`src/rtl/wb_scoreboard.sv`:
```
// Writeback stage: MEM/WB latch, writeback source select, and a per-register
// scoreboard of in-flight writes that stalls decode on unresolved RAW hazards.
module wb_scoreboard (
    input  logic        clk,
    input  logic        rst,
    input  logic        mem_valid,
    input  logic        mem_RegWrt,
    input  logic [2:0]  mem_RegDst_addr,
    input  logic [1:0]  mem_RegSrc,
    input  logic [15:0] mem_alu,
    input  logic [15:0] mem_rdata,
    input  logic [15:0] mem_pc2,
    input  logic [15:0] mem_imm,
    input  logic        iss_valid,
    input  logic        iss_RegWrt,
    input  logic [2:0]  iss_dst,
    input  logic [2:0]  iss_src1,
    input  logic [2:0]  iss_src2,
    input  logic        iss_use1,
    input  logic        iss_use2,
    output logic [15:0] wbdata,
    output logic        RegWrt_out,
    output logic [2:0]  RegDst_addr,
    output logic        stall,
    output logic        err
);

    localparam int unsigned DW   = 16;
    localparam int unsigned AW   = 3;
    localparam int unsigned NREG = 8;
    localparam int unsigned CW   = 2;

    localparam logic [CW-1:0] PEND_MAX = CW'(3);

    logic                     wb_valid_q;
    logic                     wb_regwrt_q;
    logic [AW-1:0]            wb_addr_q;
    logic [DW-1:0]            wb_q;
    logic [DW-1:0]            wb_sel;
    logic [NREG-1:0][CW-1:0]  pend;
    logic [NREG-1:0][CW-1:0]  pend_nxt;
    logic                     err_q;
    logic                     err_nxt;
    logic                     blk1;
    logic                     blk2;
    logic                     issue_acc;
    logic                     inc_hit;
    logic                     dec_hit;

    // Writeback value mux: ALU, memory, PC+2, immediate
    always_comb begin
        wb_sel = mem_alu;
        case (mem_RegSrc)
            2'b00:   wb_sel = mem_alu;
            2'b01:   wb_sel = mem_rdata;
            2'b10:   wb_sel = mem_pc2;
            default: wb_sel = mem_imm;
        endcase
    end

    // MEM/WB latch; the stage never stalls so there is no enable
    always_ff @(posedge clk or negedge rst) begin
        if (!rst) begin
            wb_valid_q  <= 1'b0;
            wb_regwrt_q <= 1'b0;
            wb_addr_q   <= '0;
            wb_q        <= '0;
        end else begin
            wb_valid_q  <= mem_valid;
            wb_regwrt_q <= mem_RegWrt;
            wb_addr_q   <= mem_RegDst_addr;
            wb_q        <= wb_sel;
        end
    end

    assign wbdata      = wb_q;
    assign RegWrt_out  = wb_valid_q & wb_regwrt_q;
    assign RegDst_addr = wb_addr_q;
    assign err         = err_q;

    // A source whose last pending write commits this cycle arrives via bypass
    always_comb begin
        blk1 = iss_use1 && (pend[iss_src1] != '0) &&
               !((pend[iss_src1] == CW'(1)) && RegWrt_out && (RegDst_addr == iss_src1));
        blk2 = iss_use2 && (pend[iss_src2] != '0) &&
               !((pend[iss_src2] == CW'(1)) && RegWrt_out && (RegDst_addr == iss_src2));
        stall     = iss_valid && (blk1 || blk2);
        issue_acc = iss_valid && iss_RegWrt && !stall;
    end

    // Counter update with saturation at 3 and floor at 0, both flagging err
    always_comb begin
        pend_nxt = pend;
        err_nxt  = err_q;
        inc_hit  = 1'b0;
        dec_hit  = 1'b0;
        for (int unsigned r = 0; r < NREG; r++) begin
            inc_hit = issue_acc && (iss_dst == AW'(r));
            dec_hit = RegWrt_out && (RegDst_addr == AW'(r));
            if (inc_hit && !dec_hit) begin
                if (pend[r] == PEND_MAX) err_nxt = 1'b1;
                else                     pend_nxt[r] = pend[r] + CW'(1);
            end else if (dec_hit && !inc_hit) begin
                if (pend[r] == '0) err_nxt = 1'b1;
                else               pend_nxt[r] = pend[r] - CW'(1);
            end
        end
    end

    always_ff @(posedge clk or negedge rst) begin
        if (!rst) begin
            pend  <= '0;
            err_q <= 1'b0;
        end else begin
            pend  <= pend_nxt;
            err_q <= err_nxt;
        end
    end

endmodule

```
`config.mk`:
```
export PLATFORM = sky130hd
export DESIGN_NAME = wb_scoreboard
export DESIGN_NICKNAME = d
export VERILOG_FILES = /design/src/rtl/wb_scoreboard.sv
export SDC_FILE = /design/constraint.sdc
export NUM_CORES = 1
export LEC_CHECK = 0
export BUFFER_PORTS_ARGS = -buffer_cell sky130_fd_sc_hd__buf_2
export CAP_MARGIN = 20
export CORE_UTILIZATION = 45
export CTS_BUF_LIST = sky130_fd_sc_hd__clkbuf_8
export DETAILED_ROUTE_END_ITERATION = 6
export GPL_TIMING_DRIVEN = 0
export HOLD_SLACK_MARGIN = 0.02
export PLACE_DENSITY = 0.85
export SLEW_MARGIN = 10
export SYNTH_ARGS = -nofsm -noshare
export SYNTH_HDL_FRONTEND = slang
export SYNTH_SLANG_ARGS = --single-unit
export TNS_END_PERCENT = 10
```
`constraint.sdc`:
```
create_clock -name clk -period 4.03 [get_ports clk]
set_input_delay 0.403 -clock clk [delete_from_list [all_inputs] [get_ports clk]]
set_output_delay 0.403 -clock clk [all_outputs]
set_load 0.01 [all_outputs]
```
After elaboration in Yosys (flattened, before gate mapping)
Cells that the tools add are included.
{ "classes": {"addsub": 16, "magnitude_cmp": 2, "eq_ne": 44, "muxes": 69, "n_bitwise": 1, "reduce_logical": 92} }
{ "op_table": {"columns": ["operator", "n"], "rows": [
  ["two-way mux 2 bit", 34],
  ["case mux 16 bit (3 select lines)", 1],
  ["logical AND 1 bit", 43],
  ["two-way mux 1 bit", 32],
  ["inequality test 2 bit, second input constant", 16],
  ["== test 3 bit, second input constant", 8],
  ["AND reduction 3 bit", 8],
  ["nonzero test 2 bit", 10],
  ["zero test 1 bit", 19],
  ["== test 2 bit, second input constant", 9],
  ["zero test 2 bit", 9],
  ["adder 2 x 1 -> 2 bit, second input constant", 8],
  ["subtractor 2 x 1 -> 2 bit, second input constant", 8],
  ["binary-select mux 2 bit (select 3 bit)", 2],
  ["== test 3 x 2 -> 1 bit, second input constant", 4],
  ["less-than comparator 3 x 4 -> 1 bit, second input constant", 2],
  ["== test 2 x 1 -> 1 bit, second input constant", 3],
  ["== test 3 x 1 -> 1 bit, second input constant", 2],
  ["== test 3 bit", 2],
  ["zero test 3 bit", 2],
  ["bitwise AND 1 bit", 1],
  ["logical OR 1 bit", 1]
]} }
{ "word_totals": {"regBits": 38, "in_bits": 86, "out_inout_bits": 22} }

Longest topological paths before layout
{ "depth": {"ltp_word": 37, "depth_mapped": 13, "depth_no_buf": 11} }

Worst setup path after synthesis
No wires, ideal clock.
{ "synth_path": {"path_kind": "input -> register", "startpoint": "input port iss_src2[0]", "endpoint": "register err_q (netlist: err)", "setup_ps": 133, "arrival_time_ps": 2770, "required_time_ps": 3897, "setup_slack_ps": 1128, "path_stages": 11, "path_buffers": 1, "path_cell_list": "buf_2 > mux4_2 > nand2b_1 > nand4_1 > o221ai_2 > or2_1 > ha_1 > nor4b_1 > or4_1 > a311oi_1 > nand3_1"} }
{ "synth_between": {"elab_chain_cells": 37, "elab_cells_between_ends": 76} }
{ "synth_rtl": {"columns": ["element", "line_no", "text"], "rows": [
  ["start: declaration", "18", "input logic [2:0] iss_src2,"],
  ["binary-select mux 2 bit (select 3 bit)", "85, 86", null],
  ["two-way mux 2 bit (not written as such)", "85, 86", null],
  ["== test 2 x 1 -> 1 bit", "86", "!((pend[iss_src2] == CW'(1)) && RegWrt_out && (RegDst_addr == iss_src2));"],
  ["logical AND 1 bit (2 in series)", "86", null],
  ["zero test 1 bit", "86", null],
  ["logical AND 1 bit *", "85", "blk2 = iss_use2 && (pend[iss_src2] != '0) &&"],
  ["logical OR 1 bit *", "87", "stall = iss_valid && (blk1 || blk2);"],
  ["logical AND 1 bit *", "87", null],
  ["[21 not listed]", null, null],
  ["two-way mux 1 bit", "100", "if (inc_hit && !dec_hit) begin"],
  ["two-way mux 1 bit", "104", "if (pend[r] == '0) err_nxt = 1'b1;"],
  ["two-way mux 1 bit", "103", "end else if (dec_hit && !inc_hit) begin"],
  ["two-way mux 1 bit", "100", null],
  ["two-way mux 1 bit", "104", null],
  ["two-way mux 1 bit", "103", null],
  ["two-way mux 1 bit *", "100", null],
  ["named net err_nxt", "43", "logic err_nxt;"],
  ["end signal: assignment", "116", "err_q <= err_nxt;"],
  ["end: declaration", "42", "logic err_q;"]
]} }
The timed path passes the listed nets; every way through them passes the cells marked *. The select of a mux whose other input is x is not followed.
A chain may end at the register's enable or synchronous reset.

Worst setup path after layout
{ "layout_path": {"startpoint": "register wb_addr_q[0] (netlist: RegDst_addr[0])", "endpoint": "register err_q (netlist: err)"} }
{ "layout_between": {"elab_chain_cells": 34, "elab_cells_between_ends": 98} }
{ "layout_rtl": {"columns": ["element", "line_no", "text"], "rows": [
  ["start: declaration", "37", "logic [AW-1:0] wb_addr_q;"],
  ["start signal: assignment", "71", "wb_addr_q <= mem_RegDst_addr;"],
  ["== test 3 bit, on equally long branches", "84, 86", null],
  ["logical AND 1 bit, on equally long branches", "84, 86", null],
  ["zero test 1 bit, on equally long branches", "84, 86", null],
  ["logical AND 1 bit, on equally long branches", "83, 85", null],
  ["logical OR 1 bit", "87", null],
  ["logical AND 1 bit", "87", null],
  ["zero test 1 bit", "88", "issue_acc = iss_valid && iss_RegWrt && !stall;"],
  ["logical AND 1 bit", "88", null],
  ["[19 not listed]", null, null],
  ["two-way mux 1 bit", "100", null],
  ["two-way mux 1 bit", "104", null],
  ["two-way mux 1 bit", "103", null],
  ["two-way mux 1 bit", "100", null],
  ["two-way mux 1 bit", "104", null],
  ["two-way mux 1 bit", "103", null],
  ["two-way mux 1 bit *", "100", null],
  ["named net err_nxt", "43", null]
]} }
The timed path passes the listed nets; every way through them passes the cells marked *.

==> metrics.yaml <==
max-cap-violations: 0
tns_ns: 0
regArea_sq_um: 951
max_clock_freq_mhz: 296
fillerInstances: 489
die_area_sq_um: 6200
drt_first_iter_violations: 151
gp_congestion: 0.869
post-route-drc-count: 0
min_period_ns: 3.37
cts_buffers: 5
path_cells: "clkbuf_1 -> xor2_1 -> o31a_1 -> o21ai_1 -> o221ai_2 -> buf_6 -> nor3_1 -> ha_1 -> nand3_1 -> nand4_1 -> or4_1 -> a311oi_1 -> nand3_1"
yosysTopAreaCell: "dfrtp_1"
synth_nets: 351
setup_violations: 0
maxSlewHeadroom: 0.432
syn-instance-count: 249
critPathLaunch: "RegDst_addr[0]"
clk_transition_reported_paths_ns: 0.08
cp.arrival_ns: 3.55
fin_crit_sh: 0.837
ant_nets: 0
yosys_most_used_dff: "dfrtp_1"
ys.warnings.count: 0
io_pins: 108
critical_path_required_ns: 4.20
vdd_drop_max_mv: 0.183
ys_types: 38
gr-total-overflow: 0
synth_area_per_cell_sq_um: 10.6
synth_edf_count: 0
max_stage_delay_ns: 0.55
place_area_sq_um: 3250
hold_viol: 0
core_area_sq_um: 5610
dieWidth_um: 78.8
ctsLongestPathBuffers: 2
status: "finished, final reports clean"
clk_latency_ns: 0.30
antenna_found_initial: 0
grt_pass1_wl_um: 10300
holdWs_ns: 0.204
num_antenna_cells: 0
htree_levels: 2
skew_ns: 0.00556
yosys.area.top_type_share: 0.359
hpwl_um: 5300
postCtsHoldBufs: 0
via_per_inst: 5.56
timing.final.ws_setup_ns: 0.656
rsz0062_at_grt: "no"
grt_max_degree: 39
r2r_start: "RegDst_addr[0]"
hp-class: "in -> async"
start_util: 0.473
critPathMaxFanout: 10
clock-sinks: 38
multi_input_area_sq_um: 1590
wl_um: 6550
crit_path_frequent_cell: "nand3_1"
cp-start-kind: "register"
synth_area_sq_um: 2650
layout.nets: 460
ys_ff_latch: 38
ys_seq_area_frac: 0.359
syn_to_final_growth_pct: 28.0
powerDensity_nw_per_um2: 292
slew_viol_final: 0
drive_gt1_frac: 0.401
cts_tree: "yes"
crit_path_end_kind: "register"
crit_type: "reg -> reg"
globalRouteTotalUtil: 0.220
grt_pass1_vias: 2298
firstDrtPassIters: 4
ys_async_sr_fraction: 1.00
worst_slew_pin_slew_ns: 0.852
via_count: 2395
wl_per_cell_um: 15.2
cts_setup_buffers: 0
place_ws_ns: 0.708
core.rowCount: 27
cts-root-buf: "clkbuf_8"
cp_slowest_cell: "or4_1"
synthTopCellsByArea: "dfrtp_1 (36%), mux4_2 (20%), ha_1 (7.6%)"
final_area_sq_um: 3390
cts-resized-gates: 0
io_buffer_count: 102
die_h_um: 78.8
p_leak_uw: 0.00166
## metrics by stage
stage / total power, uW / cells / utilization
6_report: 991 / 431 / 0.605
3_3_place_gp: 588 / 423 / 0.580
2_1_floorplan: 510 / 249 / -
3_5_place_dp: 595 / 423 / 0.580
4_1_cts: 1000 / 431 / 0.605
5_1_grt: 1040 / 431 / 0.605
## report_power, final
| group | internal [uW] | switching (uW) | total, uW |
|---|---|---|---|
| registers | 402 | 10.4 | 413 |
| clock network | 264 | 141 | 405 |
| logic | 90.5 | 82.9 | 173 |
## final timing paths
check | slack, ns | cells past startpoint | endpoint
max | 0.66 | 13 | err
min | 0.20 | 1 | pend[2]
max reg2reg | 0.66 | 13 | err
min reg2reg | 0.48 | 2 | err
max in group asynchronous | 3.28 | 1 | wbdata[6]
min in group clk | 0.20 | 1 | RegDst_addr[0]
## cell families after synthesis
logic type	synth area share
flip-flops	0.359
multiplexers	0.226
XOR/XNOR	0.0165
adder cells (fa/ha/maj)	0.0755
AO/OA/AOI/OAI	0.0892
AND/OR/NAND/NOR	0.191
buffers and inverters	0.0434
## critical path: cells and delay by family, from the launching register on
family / cells / cell delay [ns]
adder cells (fa/ha/maj): 1 / 0.26
XOR/XNOR: 1 / 0.23
AND/OR/NAND/NOR: 5 / 0.95
flip-flops: 1 / 0.36
buffers and inverters: 2 / 0.50
AO/OA/AOI/OAI: 4 / 0.93
## metal layers
metal | vias up | global-route usage | wire length [um]
met2 | 108 | 0.406 | 3560
met1 | 1142 | 0.244 | 2430
li1 | 1131 | - | -
met4 | 0 | 0.0778 | 137
met5 | - | 0 | 0
met3 | 14 | 0.0540 | 421
## synthesized netlist by cell type (all sizes together) (6+ instances only)
cell type and count:
nand3 11, buf 8, nor3 6, mux2i 8
nand2 28, o21ai 21, nor4b 6, inv 13
nor2b 10, ha 16, or3 8, mux4 23
nor2 9, dfrtp 38
## area by class of cell
class | instances | area share
plain buffers | 12 | 0.0195
clock buffers | 6 | 0.0243
clock inverters | 2 | 0.0177
inverters | 13 | 0.0144
multi-input cells | 186 | 0.467
flip-flops and latches | 38 | 0.280
well taps | 72 | 0.0265
repair buffers | 102 | 0.150
## state kept, by name, indices dropped and copies added, names as in the netlist
name	count
wb_regwrt_q	1
pend	16
wbdata	16
RegDst_addr	3
err	1
wb_valid_q	1
## layout by cell type (no fill, tap or decap), drive strengths merged
| master | n |
|---|---|
| and3 | 1 |
| o21ai | 21 |
| nor3 | 6 |
| nor4b | 6 |
| nor4 | 1 |
| dfrtp | 38 |
| clkbuf | 10 |
| inv | 13 |
| a311oi | 1 |
| o31a | 2 |
| nand3 | 11 |
| mux4 | 23 |
| and2 | 1 |
| nand2b | 2 |
| nor2 | 9 |
| ha | 16 |
| a31oi | 2 |
| o221ai | 1 |
| nand2 | 28 |
| o31ai | 2 |
| nand3b | 1 |
| buf | 110 |
| or4 | 2 |
| a21boi | 2 |
| nor2b | 10 |
| nand4 | 3 |
| o21bai | 3 |
| a21oi | 5 |
| or3 | 8 |
| xor2 | 5 |
| mux2i | 8 |
| bufinv | 2 |
| nand4b | 1 |
| or2 | 5 |
Power figures use the tool's default switching activity.
